`config.mk`:
```
export PLATFORM = sky130hd
export DESIGN_NAME = mac_operand_sequencer_flat
export DESIGN_NICKNAME = d
export VERILOG_FILES = /design/src/rtl/mac_operand_sequencer_if.sv /design/src/rtl/mac_operand_sequencer.sv /design/src/flat_wrapper.sv
export SDC_FILE = /design/constraint.sdc
export NUM_CORES = 1
export LEC_CHECK = 0
export BUFFER_PORTS_ARGS = -buffer_cell sky130_fd_sc_hd__buf_2
export CELL_PAD_IN_SITES_DETAIL_PLACEMENT = 0
export CELL_PAD_IN_SITES_GLOBAL_PLACEMENT = 1
export CORE_MARGIN = 10
export CORE_UTILIZATION = 32
export CTS_BUF_LIST = sky130_fd_sc_hd__clkbuf_4
export CTS_CLUSTER_DIAMETER = 60
export CTS_CLUSTER_SIZE = 30
export DETAILED_ROUTE_END_ITERATION = 12
export PLACE_DENSITY_LB_ADDON = 0.1
export SLEW_MARGIN = 20
export SYNTH_ARGS = -nofsm -noshare
export SYNTH_HDL_FRONTEND = slang
export SYNTH_SLANG_ARGS = --single-unit
```
`constraint.sdc`:
```
create_clock -name clk -period 1.6 [get_ports clk]
set_input_delay 0 -clock clk [delete_from_list [all_inputs] [get_ports clk]]
set_output_delay 0 -clock clk [all_outputs]
set_load 0.01 [all_outputs]
```
`src/rtl/mac_operand_sequencer_if.sv`:
```
// mac_operand_sequencer_if: operand stream, MAC drive/return and result stream bundle
// slave  = sequencer side: takes in_*, mac_out, res_ready; drives in_ready, mac_*, res_*, busy
// master = environment side: line-buffer/weight fetch, MAC and result consumer
interface mac_operand_sequencer_if #(parameter int DW = 16);
  logic in_valid, in_ready;
  logic [DW-1:0] in_pixel, in_kernel;
  logic [DW-1:0] mac_pixel, mac_kernel, mac_out;
  logic mac_clr_n;
  logic res_valid, res_ready;
  logic [DW-1:0] res_data;
  logic busy;
  modport slave (
    input in_valid, in_pixel, in_kernel, mac_out, res_ready,
    output in_ready, mac_pixel, mac_kernel, mac_clr_n, res_valid, res_data, busy
  );
  modport master (
    output in_valid, in_pixel, in_kernel, mac_out, res_ready,
    input in_ready, mac_pixel, mac_kernel, mac_clr_n, res_valid, res_data, busy
  );
endinterface

```
`src/rtl/mac_operand_sequencer.sv`:
```
// mac_operand_sequencer: feeds TAPS operand pairs to the MAC, captures and clears per window
// ports: clk, rst (sync, active-high), io (slave modport: operand stream in,
// registered MAC operands/clear out, mac_out in, result stream out, busy out)
module mac_operand_sequencer #(
  parameter int TAPS = 9,
  parameter int DW = 16,
  parameter int CNT_W = 4
) (
  input logic clk,
  input logic rst,
  mac_operand_sequencer_if.slave io
);
  typedef enum logic [1:0] {FEED, DRAIN, CAPT, HOLD} state_t;
  state_t state, state_nx;
  logic [CNT_W-1:0] tap_cnt;
  logic take, last;
  assign io.in_ready = state == FEED;
  assign take = io.in_valid && io.in_ready;
  assign last = tap_cnt == CNT_W'(TAPS - 1);
  assign io.busy = !(state == FEED && tap_cnt == '0);
  always_comb begin
    state_nx = state;
    state_nx = state == FEED ? (take && last ? DRAIN : FEED) :
               state == DRAIN ? CAPT :
               state == CAPT ? HOLD :
               (io.res_ready ? FEED : HOLD);
  end
  // Unaccepted cycles zero the operands so the always-adding MAC holds its sum.
  always_ff @(posedge clk) begin
    if (rst) begin
      state <= FEED;
      tap_cnt <= '0;
      io.mac_pixel <= '0;
      io.mac_kernel <= '0;
      io.mac_clr_n <= 1'b0;
      io.res_valid <= 1'b0;
      io.res_data <= '0;
    end else begin
      state <= state_nx;
      tap_cnt <= take ? (last ? '0 : tap_cnt + 1'b1) : tap_cnt;
      io.mac_pixel <= take ? io.in_pixel : {DW{1'b0}};
      io.mac_kernel <= take ? io.in_kernel : {DW{1'b0}};
      io.mac_clr_n <= state_nx != HOLD;
      io.res_valid <= state_nx == HOLD;
      if (state == CAPT) io.res_data <= io.mac_out;
    end
  end
endmodule

```
`src/flat_wrapper.sv`:
```
// flat-port wrapper written by rule: the top's interface ports become plain ports
module mac_operand_sequencer_flat 
#(
  parameter int TAPS = 9,
  parameter int DW = 16,
  parameter int CNT_W = 4
)
  (clk, rst, io_in_valid, io_in_pixel, io_in_kernel, io_mac_out, io_res_ready, io_in_ready, io_mac_pixel, io_mac_kernel, io_mac_clr_n, io_res_valid, io_res_data, io_busy);
  mac_operand_sequencer_if #(.DW(DW)) io_i ();
  input logic clk;
  input logic rst;
  input wire logic [$bits(io_i.in_valid)-1:0] io_in_valid;
  input wire logic [$bits(io_i.in_pixel)-1:0] io_in_pixel;
  input wire logic [$bits(io_i.in_kernel)-1:0] io_in_kernel;
  input wire logic [$bits(io_i.mac_out)-1:0] io_mac_out;
  input wire logic [$bits(io_i.res_ready)-1:0] io_res_ready;
  output wire logic [$bits(io_i.in_ready)-1:0] io_in_ready;
  output wire logic [$bits(io_i.mac_pixel)-1:0] io_mac_pixel;
  output wire logic [$bits(io_i.mac_kernel)-1:0] io_mac_kernel;
  output wire logic [$bits(io_i.mac_clr_n)-1:0] io_mac_clr_n;
  output wire logic [$bits(io_i.res_valid)-1:0] io_res_valid;
  output wire logic [$bits(io_i.res_data)-1:0] io_res_data;
  output wire logic [$bits(io_i.busy)-1:0] io_busy;
  assign io_i.in_valid = io_in_valid;
  assign io_i.in_pixel = io_in_pixel;
  assign io_i.in_kernel = io_in_kernel;
  assign io_i.mac_out = io_mac_out;
  assign io_i.res_ready = io_res_ready;
  assign io_in_ready = io_i.in_ready;
  assign io_mac_pixel = io_i.mac_pixel;
  assign io_mac_kernel = io_i.mac_kernel;
  assign io_mac_clr_n = io_i.mac_clr_n;
  assign io_res_valid = io_i.res_valid;
  assign io_res_data = io_i.res_data;
  assign io_busy = io_i.busy;
  mac_operand_sequencer #(.TAPS(TAPS), .DW(DW), .CNT_W(CNT_W)) u_core (.clk(clk), .rst(rst), .io(io_i));
endmodule
```
Word level (Yosys, flattened, before mapping):

Index checks and enable logic that the tools add are counted.

* register bits: 56
* input port bits: 52
* word-level logic and storage cells: 27

* add/subtract/negate cells: 1
* equal/unequal tests: 5
* muxes and demuxes: 6
* bitwise operators: 1
* reduce and logical (&&, ||, !) cells: 7

Operator list (number)
* $mux W2: 4
* $add A4 B1 Y4 const B: 1
* $eq A2 B2 Y1 const B: 2
* $eq A4 B4 Y1 const B: 1
* $logic_not A4 Y1: 1
* $mux W4: 1
* $logic_and A1 B1 Y1: 3
* $eq A2 B1 Y1 const B: 1
* $logic_not A2 Y1: 1
* $ne A2 B2 Y1 const B: 1
* $reduce_or A2 Y1: 1
* $logic_not A1 Y1: 1
* $mux W1: 1
* $not A1 Y1: 1

Depth between registers and ports, before layout:

* word-level depth: 6
* mapped depth: 5
* depth with buffers taken out: 5

Worst setup path after synthesis:

OpenSTA, ideal clock, no wires.

* path type: reg-to-reg
* from: register u_core.state[0]
* to: register u_core.tap_cnt[3]
* setup time: 0.074 ns
* arrival: 1.313 ns
* path slack: 0.213 ns
* stages on the path, launching flop included: 5
* buffers on the path: 1
* cell sequence: dfxtp_1 or3b_1 buf_6 or3_1 a31oi_1

* cells in the longest elaborated chain, start to end: 2

RTL lines
* start: declaration: RTL line mac_operand_sequencer.sv:14 `state_t state, state_nx;`
* start signal: assignment: RTL line mac_operand_sequencer.sv:39 `state <= state_nx;`
* $logic_not A2 Y1: RTL line mac_operand_sequencer.sv:17 `assign io.in_ready = state == FEED;`
* $logic_and A1 B1 Y1: RTL line mac_operand_sequencer.sv:18 `assign take = io.in_valid && io.in_ready;`
* end signal: assignment: RTL line mac_operand_sequencer.sv:40 `tap_cnt <= take ? (last ? '0 : tap_cnt + 1'b1) : tap_cnt;`
* end: declaration: RTL line mac_operand_sequencer.sv:15 `logic [CNT_W-1:0] tap_cnt;`

Every way passes these cells.
A chain may end at the register's enable or synchronous reset.

Final worst setup path:

Same ends and word-level chain as after synthesis.

==> summary.txt <==
Outcome
  – Status: complete, no violations

Final layout
  – Syn-to-layout area delta: 64.75%
  – Final net count: 389
  – Final core occ: 0.5375
  – N_diodes: 0
  – Commonest non-fill, non-tap cells in the layout: buf_2 (103), dfxtp_1 (56), dlygate4sd3_1 (50)
  – Most common cell after layout, fill and taps aside: buf_2
  – Share of layout cells above drive strength 1: 0.3482

Timing
  – RSZ-0062 raised after global routing: no
  – Fin crit period: 1.497 ns
  – Tcrit/Tclk final: 0.9356
  – Max-slew violations: 0
  – Tightest Pin Transition: 0.4145 ns
  – Slew headroom: 0.7231
  – Final Skew: 0.01080 ns
  – Setup TNS: 0 ns
  – Fin. Hold Viols: 0
  – Final worst-path setup slack: 0.1030 ns
  – Setup violators final: 0
  – F_max: 668.0 MHz

Setup path
  – Critical path arrival: 1.80 ns
  – CP max FO: 7
  – Worst EP required: 1.90 ns
  – Buf/Inv on CP: 0
  – Top delay family on crit path: simple AND/OR/NAND/NOR gates
  – Crit Path Category: flip-flop to flip-flop
  – Crit-path cells: or3b_1 -> or3_1 -> a31oi_1
  – Worst stage delay on the critical path: 0.53 ns
  – CP Capture Type: flip-flop
  – Worst path slowest cell: or3b_1
  – CP startpoint kind: flip-flop

Die
  – Die Wd: 94.70 µm
  – Die Ht: 94.70 µm
  – Starting Density: 0.3262
  – Core area: 5473 µm²
  – Total die area: 8967 µm²
  – IO Pins: 104
  – Cell Rows: 27

Global route
  – All-Layer GR Usage: 0.1155
  – Vias in the first global route: 1,746
  – Pin count of the biggest net entering global routing: 33
  – First-pass GRT wire length: 8424 µm
  – Initial antenna violation count: 0
  – Total gr overflow: 0

Placement
  – Placer's final routability congestion estimate: 0.7374
  – I/O Buffers: 103
  – Worst slack, placed: 0.1289 ns
  – Final HPWL DP: 3676 µm

Yosys
  – Net count after synthesis: 236
  – Synth Warn #: 0
  – Syn Area/Cell: 9.810 µm²
  – Netlist cell types: 26
  – Post-synthesis cell count: 182
  – Yosys reg bits: 56
  – Mapped cell area: 1785 µm²
  – Seq/Total Area, Yosys: 0.6279

Detailed routing
  – Post-Route WL: 5088 µm
  – Via count: 1,655
  – Wire per inst: 12.47 µm
  – DRT antenna net count: 0
  – Drt first pass iters: 3
  – Residual DRC: 0
  – Drt first-iter violations: 26
  – Vias per inst: 4.056

CTS
  – CTS tree: built
  – Clock Path Buffers: 2
  – H-tree depth: 2
  – Clock buffers created by TritonCTS: 5
  – Clock slew seen by the registers of the worst setup and hold paths: 0.14 ns
  – Root buffer cell: clkbuf_4
  – Clk Latency, worst-skew pair: 0.37 ns
  – Num Clock Sinks: 56

Power
  – Pwr dens: 795.9 nW/µm²
  – Worst vdd ir: 0.4120 mV
  – Leakage: 1.397 nW

Flow run
  – Number of max-cap violations: 0

Worst hold path
  – Worst Hold Class: primary input to flip-flop
[routing by layer]
metal	routed length [µm]	GRT usage	up-vias	share of wire
met5	0	0	-	0
met4	55	0.03741	0	0.011
met3	692	0.07534	5	0.14
met2	2308	0.1785	64	0.45
met1	2032	0.1266	708	0.40
li1	-	-	878	-
[path summary, 6_finish.rpt]
path	end	depth (start not counted)	slack [ns]	start
max	u_core.tap_cnt[3]	3	0.10	u_core.state[0]
min reg2reg	u_core.io.res_data[10]	2	0.46	u_core.io.res_data[10]
max reg2reg	u_core.tap_cnt[3]	3	0.10	u_core.state[0]
min	u_core.tap_cnt[1]	4	0.06	io_in_valid
[cell type report]
type,instances,area (µm²)
fillers,527,2531
flip-flops and latches,56,1121
repair buffers,157,1059
multi-input cells,112,604.3
well taps,72,90.09
clock buffers,5,37.54
clock inverters,3,18.77
inverters,3,11.26
[report_power, final]
group | internal, W | total, W | switching, W
registers | 0.00144 | 0.00145 | 0.0000126
logic | 0.000185 | 0.000294 | 0.000109
clock network | 0.000170 | 0.000599 | 0.000428
[logic make-up after synthesis]
group           count (synthesis)  share of synthesized area
simple gates                   85                     0.2481
fa+ha+maj                       2                    0.01401
compound gates                 25                    0.07498
flops                          56                     0.6279
buf+inv                        14                    0.03504
[cells in the mapped netlist, drive strengths merged]
master  count  area [µm²]
dfxtp      56        1121
nand2      36       135.1
and2       32       200.2
a21oi      20       100.1
clkbuf      9       36.29
nor2        4       22.52
inv         3       11.26
a31oi       2       12.51
buf         2       15.01
ha          2       25.02
nand3       2       10.01
nand3b      2       15.01
nor2b       2       12.51
a211o       1       8.760
a21boi      1       7.510
and2b       1       7.510
and3        1       6.260
nand2b      1       6.260
nor3        1       5.000
nor3b       1       7.510
o21ai       1       5.000
or3         1       6.260
or3b        1       8.760
[sequential cells by signal (all words and copies together), names as in the netlist]
| signal | count |
|---|---|
| u_core.io.res_data | 16 |
| u_core.io.mac_pixel | 16 |
| u_core.io.res_valid | 1 |
| u_core.state | 2 |
| u_core.io.mac_kernel | 16 |
| u_core.io.mac_clr_n | 1 |
| u_core.tap_cnt | 4 |
[worst register-to-register path: stages, from the launching register on]
cell and delay [ns]:
dfxtp_1 0.38, or3b_1 0.53, or3_1 0.38, a31oi_1 0.15
[metrics by stage]
| step | instances | instance area [µm²] | power (W) | hold slack (ns) |
|---|---|---|---|---|
| after floorplan | 182 | 1785 | 0.001565 | 0.1217 |
| final | 408 | 2942 | 0.002341 | 0.05816 |
| after detailed placement | 350 | 2382 | 0.001680 | 0.2021 |
| after CTS | 408 | 2939 | 0.002386 | 0.03757 |
| after global routing | 408 | 2942 | 0.002478 | 0.03889 |
| after global placement | 350 | 2382 | 0.001680 | 0.1987 |
[repair_timing]
action / 4_1_cts / 5_1_grt
buffers inserted: 0 / 0
endpoints found under the hold margin: 54 / 0
hold buffers: 50 / 0
setup endpoints to repair: 0 / 1
resized for setup: 0 / 1
(Power assumes the default switching activity.)
